[src/rtl/dram_arbiter_if.sv]
// Bus bundle between the two DRAM masters (CPU data port, DMA/loader), the arbiter and the RAM.
// The arbiter takes the slave view; the environment (masters plus RAM) takes the master view.
interface dram_arbiter_if #(
    parameter int AW = 16
);
    logic          cpu_req;
    logic          cpu_we;
    logic [AW-1:0] cpu_addr;
    logic [31:0]   cpu_wdata;
    logic          cpu_ack;
    logic [31:0]   cpu_rdata;

    logic          dma_req;
    logic          dma_we;
    logic [AW-1:0] dma_addr;
    logic [31:0]   dma_wdata;
    logic          dma_ack;
    logic [31:0]   dma_rdata;

    logic [AW-1:0] mem_addr;
    logic          mem_we;
    logic [31:0]   mem_wdata;
    logic [31:0]   mem_rdata;

    modport slave (
        input  cpu_req, cpu_we, cpu_addr, cpu_wdata,
        output cpu_ack, cpu_rdata,
        input  dma_req, dma_we, dma_addr, dma_wdata,
        output dma_ack, dma_rdata,
        output mem_addr, mem_we, mem_wdata,
        input  mem_rdata
    );

    modport master (
        output cpu_req, cpu_we, cpu_addr, cpu_wdata,
        input  cpu_ack, cpu_rdata,
        output dma_req, dma_we, dma_addr, dma_wdata,
        input  dma_ack, dma_rdata,
        input  mem_addr, mem_we, mem_wdata,
        output mem_rdata
    );
endinterface

[src/rtl/dram_arbiter.sv]
// Round-robin arbiter sharing one async-read / sync-write data RAM between the CPU and a DMA master,
// with a hold limit so a streaming owner yields to a waiting master after MAX_HOLD accesses.
module dram_arbiter #(
    parameter int AW       = 16,
    parameter int MAX_HOLD = 4
) (
    input  logic                fpga_clk,
    input  logic                fpga_rst,
    dram_arbiter_if.slave       bus,
    output logic [1:0]          owner
);

    typedef enum logic [1:0] {
        ST_IDLE    = 2'b00,
        ST_OWN_CPU = 2'b01,
        ST_OWN_DMA = 2'b10
    } state_t;

    localparam int              HCW       = (MAX_HOLD > 1) ? $clog2(MAX_HOLD) : 1;
    localparam logic [HCW-1:0]  HOLD_LAST = HCW'(MAX_HOLD - 1);
    localparam logic            LAST_CPU  = 1'b0;
    localparam logic            LAST_DMA  = 1'b1;

    state_t         state_q;
    state_t         state_d;
    logic           last_q;
    logic           last_d;
    logic [HCW-1:0] hold_cnt_q;
    logic [HCW-1:0] hold_cnt_d;

    function automatic logic [HCW-1:0] hold_inc(input logic [HCW-1:0] cnt);
        if (cnt == HOLD_LAST) begin
            return cnt;
        end else begin
            return cnt + {{(HCW-1){1'b0}}, 1'b1};
        end
    endfunction

    // Ownership decisions are taken on the current cycle's requests and only take effect at the edge.
    always_comb begin
        state_d    = state_q;
        last_d     = last_q;
        hold_cnt_d = hold_cnt_q;
        case (state_q)
            ST_IDLE: begin
                hold_cnt_d = {HCW{1'b0}};
                if (bus.cpu_req && bus.dma_req) begin
                    state_d = (last_q == LAST_DMA) ? ST_OWN_CPU : ST_OWN_DMA;
                end else if (bus.cpu_req) begin
                    state_d = ST_OWN_CPU;
                end else if (bus.dma_req) begin
                    state_d = ST_OWN_DMA;
                end else begin
                    state_d = ST_IDLE;
                end
            end
            ST_OWN_CPU: begin
                if (!bus.cpu_req) begin
                    state_d    = bus.dma_req ? ST_OWN_DMA : ST_IDLE;
                    last_d     = LAST_CPU;
                    hold_cnt_d = {HCW{1'b0}};
                end else if ((hold_cnt_q == HOLD_LAST) && bus.dma_req) begin
                    state_d    = ST_OWN_DMA;
                    last_d     = LAST_CPU;
                    hold_cnt_d = {HCW{1'b0}};
                end else begin
                    hold_cnt_d = hold_inc(hold_cnt_q);
                end
            end
            ST_OWN_DMA: begin
                if (!bus.dma_req) begin
                    state_d    = bus.cpu_req ? ST_OWN_CPU : ST_IDLE;
                    last_d     = LAST_DMA;
                    hold_cnt_d = {HCW{1'b0}};
                end else if ((hold_cnt_q == HOLD_LAST) && bus.cpu_req) begin
                    state_d    = ST_OWN_CPU;
                    last_d     = LAST_DMA;
                    hold_cnt_d = {HCW{1'b0}};
                end else begin
                    hold_cnt_d = hold_inc(hold_cnt_q);
                end
            end
            default: begin
                state_d    = ST_IDLE;
                hold_cnt_d = {HCW{1'b0}};
            end
        endcase
    end

    // Arbiter state; after reset the CPU wins the first tie.
    always_ff @(posedge fpga_clk) begin
        if (fpga_rst) begin
            state_q    <= ST_IDLE;
            last_q     <= LAST_DMA;
            hold_cnt_q <= {HCW{1'b0}};
        end else begin
            state_q    <= state_d;
            last_q     <= last_d;
            hold_cnt_q <= hold_cnt_d;
        end
    end

    // RAM mux and returns; acks and write enable are gated by reset so a mid-burst reset cannot write.
    always_comb begin
        bus.mem_addr  = {AW{1'b0}};
        bus.mem_wdata = 32'h0000_0000;
        bus.mem_we    = 1'b0;
        bus.cpu_ack   = 1'b0;
        bus.cpu_rdata = 32'h0000_0000;
        bus.dma_ack   = 1'b0;
        bus.dma_rdata = 32'h0000_0000;
        case (state_q)
            ST_OWN_CPU: begin
                bus.mem_addr  = bus.cpu_addr;
                bus.mem_wdata = bus.cpu_wdata;
                bus.mem_we    = bus.cpu_we & bus.cpu_req & ~fpga_rst;
                bus.cpu_ack   = bus.cpu_req & ~fpga_rst;
                bus.cpu_rdata = bus.mem_rdata;
            end
            ST_OWN_DMA: begin
                bus.mem_addr  = bus.dma_addr;
                bus.mem_wdata = bus.dma_wdata;
                bus.mem_we    = bus.dma_we & bus.dma_req & ~fpga_rst;
                bus.dma_ack   = bus.dma_req & ~fpga_rst;
                bus.dma_rdata = bus.mem_rdata;
            end
            default: begin
                bus.mem_we = 1'b0;
            end
        endcase
    end

    assign owner = state_q;

endmodule
[src/flat_wrapper.sv]
// flat-port wrapper written by rule: the top's interface ports become plain ports
module dram_arbiter_flat 
#(
    parameter int AW       = 16,
    parameter int MAX_HOLD = 4
)
  (fpga_clk, fpga_rst, owner, bus_cpu_req, bus_cpu_we, bus_cpu_addr, bus_cpu_wdata, bus_cpu_ack, bus_cpu_rdata, bus_dma_req, bus_dma_we, bus_dma_addr, bus_dma_wdata, bus_dma_ack, bus_dma_rdata, bus_mem_addr, bus_mem_we, bus_mem_wdata, bus_mem_rdata);
  dram_arbiter_if #(.AW(AW)) bus_i ();
  input  logic fpga_clk;
  input  logic fpga_rst;
  output logic [1:0] owner;
  input wire logic [$bits(bus_i.cpu_req)-1:0] bus_cpu_req;
  input wire logic [$bits(bus_i.cpu_we)-1:0] bus_cpu_we;
  input wire logic [$bits(bus_i.cpu_addr)-1:0] bus_cpu_addr;
  input wire logic [$bits(bus_i.cpu_wdata)-1:0] bus_cpu_wdata;
  output wire logic [$bits(bus_i.cpu_ack)-1:0] bus_cpu_ack;
  output wire logic [$bits(bus_i.cpu_rdata)-1:0] bus_cpu_rdata;
  input wire logic [$bits(bus_i.dma_req)-1:0] bus_dma_req;
  input wire logic [$bits(bus_i.dma_we)-1:0] bus_dma_we;
  input wire logic [$bits(bus_i.dma_addr)-1:0] bus_dma_addr;
  input wire logic [$bits(bus_i.dma_wdata)-1:0] bus_dma_wdata;
  output wire logic [$bits(bus_i.dma_ack)-1:0] bus_dma_ack;
  output wire logic [$bits(bus_i.dma_rdata)-1:0] bus_dma_rdata;
  output wire logic [$bits(bus_i.mem_addr)-1:0] bus_mem_addr;
  output wire logic [$bits(bus_i.mem_we)-1:0] bus_mem_we;
  output wire logic [$bits(bus_i.mem_wdata)-1:0] bus_mem_wdata;
  input wire logic [$bits(bus_i.mem_rdata)-1:0] bus_mem_rdata;
  assign bus_i.cpu_req = bus_cpu_req;
  assign bus_i.cpu_we = bus_cpu_we;
  assign bus_i.cpu_addr = bus_cpu_addr;
  assign bus_i.cpu_wdata = bus_cpu_wdata;
  assign bus_cpu_ack = bus_i.cpu_ack;
  assign bus_cpu_rdata = bus_i.cpu_rdata;
  assign bus_i.dma_req = bus_dma_req;
  assign bus_i.dma_we = bus_dma_we;
  assign bus_i.dma_addr = bus_dma_addr;
  assign bus_i.dma_wdata = bus_dma_wdata;
  assign bus_dma_ack = bus_i.dma_ack;
  assign bus_dma_rdata = bus_i.dma_rdata;
  assign bus_mem_addr = bus_i.mem_addr;
  assign bus_mem_we = bus_i.mem_we;
  assign bus_mem_wdata = bus_i.mem_wdata;
  assign bus_i.mem_rdata = bus_mem_rdata;
  dram_arbiter #(.AW(AW), .MAX_HOLD(MAX_HOLD)) u_core (.fpga_clk(fpga_clk), .fpga_rst(fpga_rst), .bus(bus_i), .owner(owner));
endmodule
[config.mk]
export PLATFORM = sky130hd
export DESIGN_NAME = dram_arbiter_flat
export DESIGN_NICKNAME = d
export VERILOG_FILES = /design/src/rtl/dram_arbiter_if.sv /design/src/rtl/dram_arbiter.sv /design/src/flat_wrapper.sv
export SDC_FILE = /design/constraint.sdc
export NUM_CORES = 1
export LEC_CHECK = 0
export CELL_PAD_IN_SITES_DETAIL_PLACEMENT = 1
export CELL_PAD_IN_SITES_GLOBAL_PLACEMENT = 1
export CORE_AREA = 8 8 137 101
export DETAILED_ROUTE_END_ITERATION = 8
export DIE_AREA = 0 0 145 109
export PLACE_DENSITY_LB_ADDON = 0.1
export SLEW_MARGIN = 20
export SYNTH_ARGS = -nofsm -noshare
export SYNTH_HDL_FRONTEND = slang
export SYNTH_SLANG_ARGS = --single-unit
export TNS_END_PERCENT = 30
[constraint.sdc]
create_clock -name fpga_clk -period 2.9 [get_ports fpga_clk]
set_clock_uncertainty 0.2 [all_clocks]
set_input_delay 0.29 -clock fpga_clk [delete_from_list [all_inputs] [get_ports fpga_clk]]
set_output_delay 0.29 -clock fpga_clk [all_outputs]
set_load 0.005 [all_outputs]
==> results.md <==
| Item | Value | Unit |
|:---|:---|:---|
| Port-buffer cells | 250 | - |
| Post-synthesis cell count | 227 | - |
| Via count | 2599 | - |
| Routed wire length | 11600 | microns |
| Type of origin of the critical path | flop | - |
| Fin crit period | 2.66 | ns |
| Slowest stage cell on the critical path | clkdlybuf4s50_1 | - |
| Synth warn | 0 | - |
| Worst vdd rail ir drop | 0.000139 | V |
| Proportion of synthesized flip-flops having asynchronous set or reset | 0 | - |
| Final Max Tran Viols | 0 | - |
| CTS Buffer Depth | 2 | - |
| Power density of the placed cells | 318 | mW/mm^2 |
| Height of the die | 109 | microns |
| Clock-pin slew reported for the worst setup and hold paths after clock tree synthesis | 0.04 | ns |
| Vias/cell | 4.14 | - |
| Yosys top cell by area | and2_1 | - |
| Critical path buffer and inverter count | 4 | - |
| Number of antenna violations at the first check in global routing | 0 | - |
| Multi-input logic area | 0.00116 | sq mm |
| Overall Power | 1.32 | mW |
| Routability Congestion | 0.748 | - |
| Maximum clock frequency | 0.376 | GHz |
| Post-placement worst setup slack | 0.296 | ns |
| Clock sinks | 5 | - |
| Placeable core area | 0.0119 | sq mm |
| DRC | 0 | - |
| Final Non-Filler Cells | 628 | - |
| Hold violation count in the final report | 0 | - |
| Number of maximum-capacitance constraint violations | 0 | - |
| Share of cells above drive strength 1 | 0.0343 | - |
| Cell type group with the largest total delay on the critical path | buffers and inverters | - |
| Most common cell in the synthesized netlist | and2_1 | - |
| Worst Hold Slack | 0.286 | ns |
| Arrival time of data at the critical path endpoint | 2.17 | ns |
| List of cells traversed by the critical path | inv_1 > ha_1 > clkinvlp_4 > buf_4 > nor2_1 > clkdlybuf4s50_1 | - |
| Class of the most critical hold timing path | reg2reg | - |
| Vias in the first global route | 2891 | - |
| Remaining global-route overflow | 0 | - |
| Skew-Pair Late Insertion Delay | 0.23 | ns |
| Met2 Resource Use GR | 0.226 | - |
| Run status | complete, no violations | - |
| TNS Setup | 0 | ns |
| Share of the clock period used by the worst path after layout | 0.917 | - |
| Share of the synthesized area in the top cell type | 0.292 | - |
| Gr usage total | 0.134 | - |
| Filler cells | 1399 | - |
| Detailed-placement wirelength estimate | 9730 | microns |
| Clock root buffer master | clkbuf_16 | - |
| Global routing usage on met1 | 0.148 | - |
| Unrepaired setup endpoints after global routing | no | - |
| Peak fanout along the critical path | 18 | - |
| Number of hold-repair buffers added at the cts stage | 0 | - |
| Top cell types by occurrence after synthesis | and2_1 (64), nor2_1 (53), a22oi_1 (48) | - |
| Grt peak-use layer | met2 | - |
| Transition time at the pin with the least slew margin | 0.302 | ns |
| Leading register cell type out of synthesis | dfxtp_1 | - |
| Instance count after placement with tap cells included | 622 | - |
| Slowest stage delay, CP | 0.54 | ns |
| Worst-case setup margin in the final layout | 0.242 | ns |
| Worst EP required | 2.41 | ns |
| 1st-iter DRT viols | 53 | - |
| Antenna diodes | 0 | - |
| TritonCTS Buffers | 3 | - |
| Initial Utilization | 0.116 | - |
| Number of standard-cell rows in the floorplan | 34 | - |
| Horizontal die dimension | 145 | microns |
| Sequential cell area | 100 | sq um |
| Average footprint of a synthesized cell | 6.05 | sq um |
| Crit path capture type | output port | - |
| First-pass GRT wire length | 17200 | microns |
| Static leakage | 1.44 | nW |
| Largest net degree at the start of global routing | 57 | - |
| Netlist Area Pre-Place | 0.00137 | sq mm |
| Relative area change from synthesis to final layout | 203 | % |
| Number of nets in the layout | 605 | - |
| Rel. slew slack | 0.799 | - |
| Kind of critical path | reg2out | - |
| Floorplan die area | 0.0158 | sq mm |
| Number of library cell types mapped by synthesis | 21 | - |
| Pre-antenna DRT Iters | 4 | - |
| Fraction of the yosys area taken by sequential cells | 0.0729 | - |
| Met3 global-route usage | 0.0788 | - |
| Synthesis-stage register bit count | 5 | - |
| Count of flip-flops with a built-in enable after synthesis | 0 | - |
| Number of top-level pins | 251 | - |
| CTS tree | done | - |
| Drt wl/cell | 18.4 | microns |
| Final setup violation count | 0 | - |
| Ranking of synthesized cells by area | and2_1 (29%), a22oi_1 (26%), nor2_1 (14%) | - |
| Count of H-tree levels built during CTS | 1 | - |
| Number of nets produced by synthesis | 365 | - |
| Number of routed nets with antenna violations | 0 | - |
worst paths after layout:
| check | from | to | slack [ns] | cells after the start |
|---|---|---|---|---|
| worst min-delay path | u_core.hold_cnt_q[0] | u_core.hold_cnt_q[0] | 0.29 | 1 |
| worst max register to register | u_core.owner[1] | u_core.owner[1] | 0.65 | 7 |
| worst max-delay path | u_core.owner[1] | bus_mem_addr[13] | 0.24 | 6 |
| worst min register to register | u_core.hold_cnt_q[0] | u_core.hold_cnt_q[0] | 0.29 | 1 |
cells by family after synthesis:
kind of cell,synth area share
buffers and inverters,0.0820
DFF,0.0729
AOI/OAI and AO/OA,0.316
and+or+nand+nor,0.492
adders and majority gates,0.0365
worst reg2reg max path, stage by stage, from the launching register on:
cell and delay (ns):
dfxtp_1 0.39, inv_1 0.10, ha_2 0.27, buf_4 0.22, nand2_1 0.13, o22ai_4 0.13
or4_1 0.56, a21oi_1 0.18
through the flow:
stage / util / cell area, sq um
after detailed placement: 0.342 / 4060
after CTS: 0.349 / 4140
final: 0.350 / 4160
after global routing: 0.350 / 4160
after global placement: 0.342 / 4060
after floorplan: - / 1370
where the power goes:
part / internal (mW) / total (mW) / switching (mW)
clock: 0.183 / 0.234 / 0.0510
sequential: 0.0789 / 0.0885 / 0.00957
combinational: 0.576 / 1.00 / 0.424
total: 0.838 / 1.32 / 0.485
state kept, by name (all words and copies together), names as in the netlist:
| register | count |
|---|---|
| u_core.hold_cnt_q | 2 |
| u_core.last_q | 1 |
| u_core.owner | 2 |
metal layers:
| metal | share of wire | up-vias |
|---|---|---|
| li1 | - | 1251 |
| met2 | 0.45 | 170 |
| met3 | 0.13 | 7 |
| met4 | 0.0069 | 0 |
| met5 | 0 | - |
| met1 | 0.41 | 1171 |
layout by cell type, fill, tap and decap left out, types with 2 or more instances in the layout:
master and count:
dfxtp_1 5, a21oi_1 7, nand2_1 7, inv_1 4, a22oi_1 48, ha_2 2
clkdlybuf4s50_1 250, and2_1 64, clkbuf_16 3, ha_1 2, buf_12 2, or4_1 2
nor2_1 53, buf_4 6
what timing repair did:
action,4_1_cts,5_1_grt
resized for setup,0,1
setup buffers,0,2
endpoints found under the setup margin,0,25
final cells by class:
class / count / area share
tap: 162 / 0.0488
timing repair buffer: 258 / 0.623
inverter: 5 / 0.00542
clock buffer: 4 / 0.0190
multi-input combinational: 194 / 0.280
sequential: 5 / 0.0241
(Power assumes the default switching activity.)
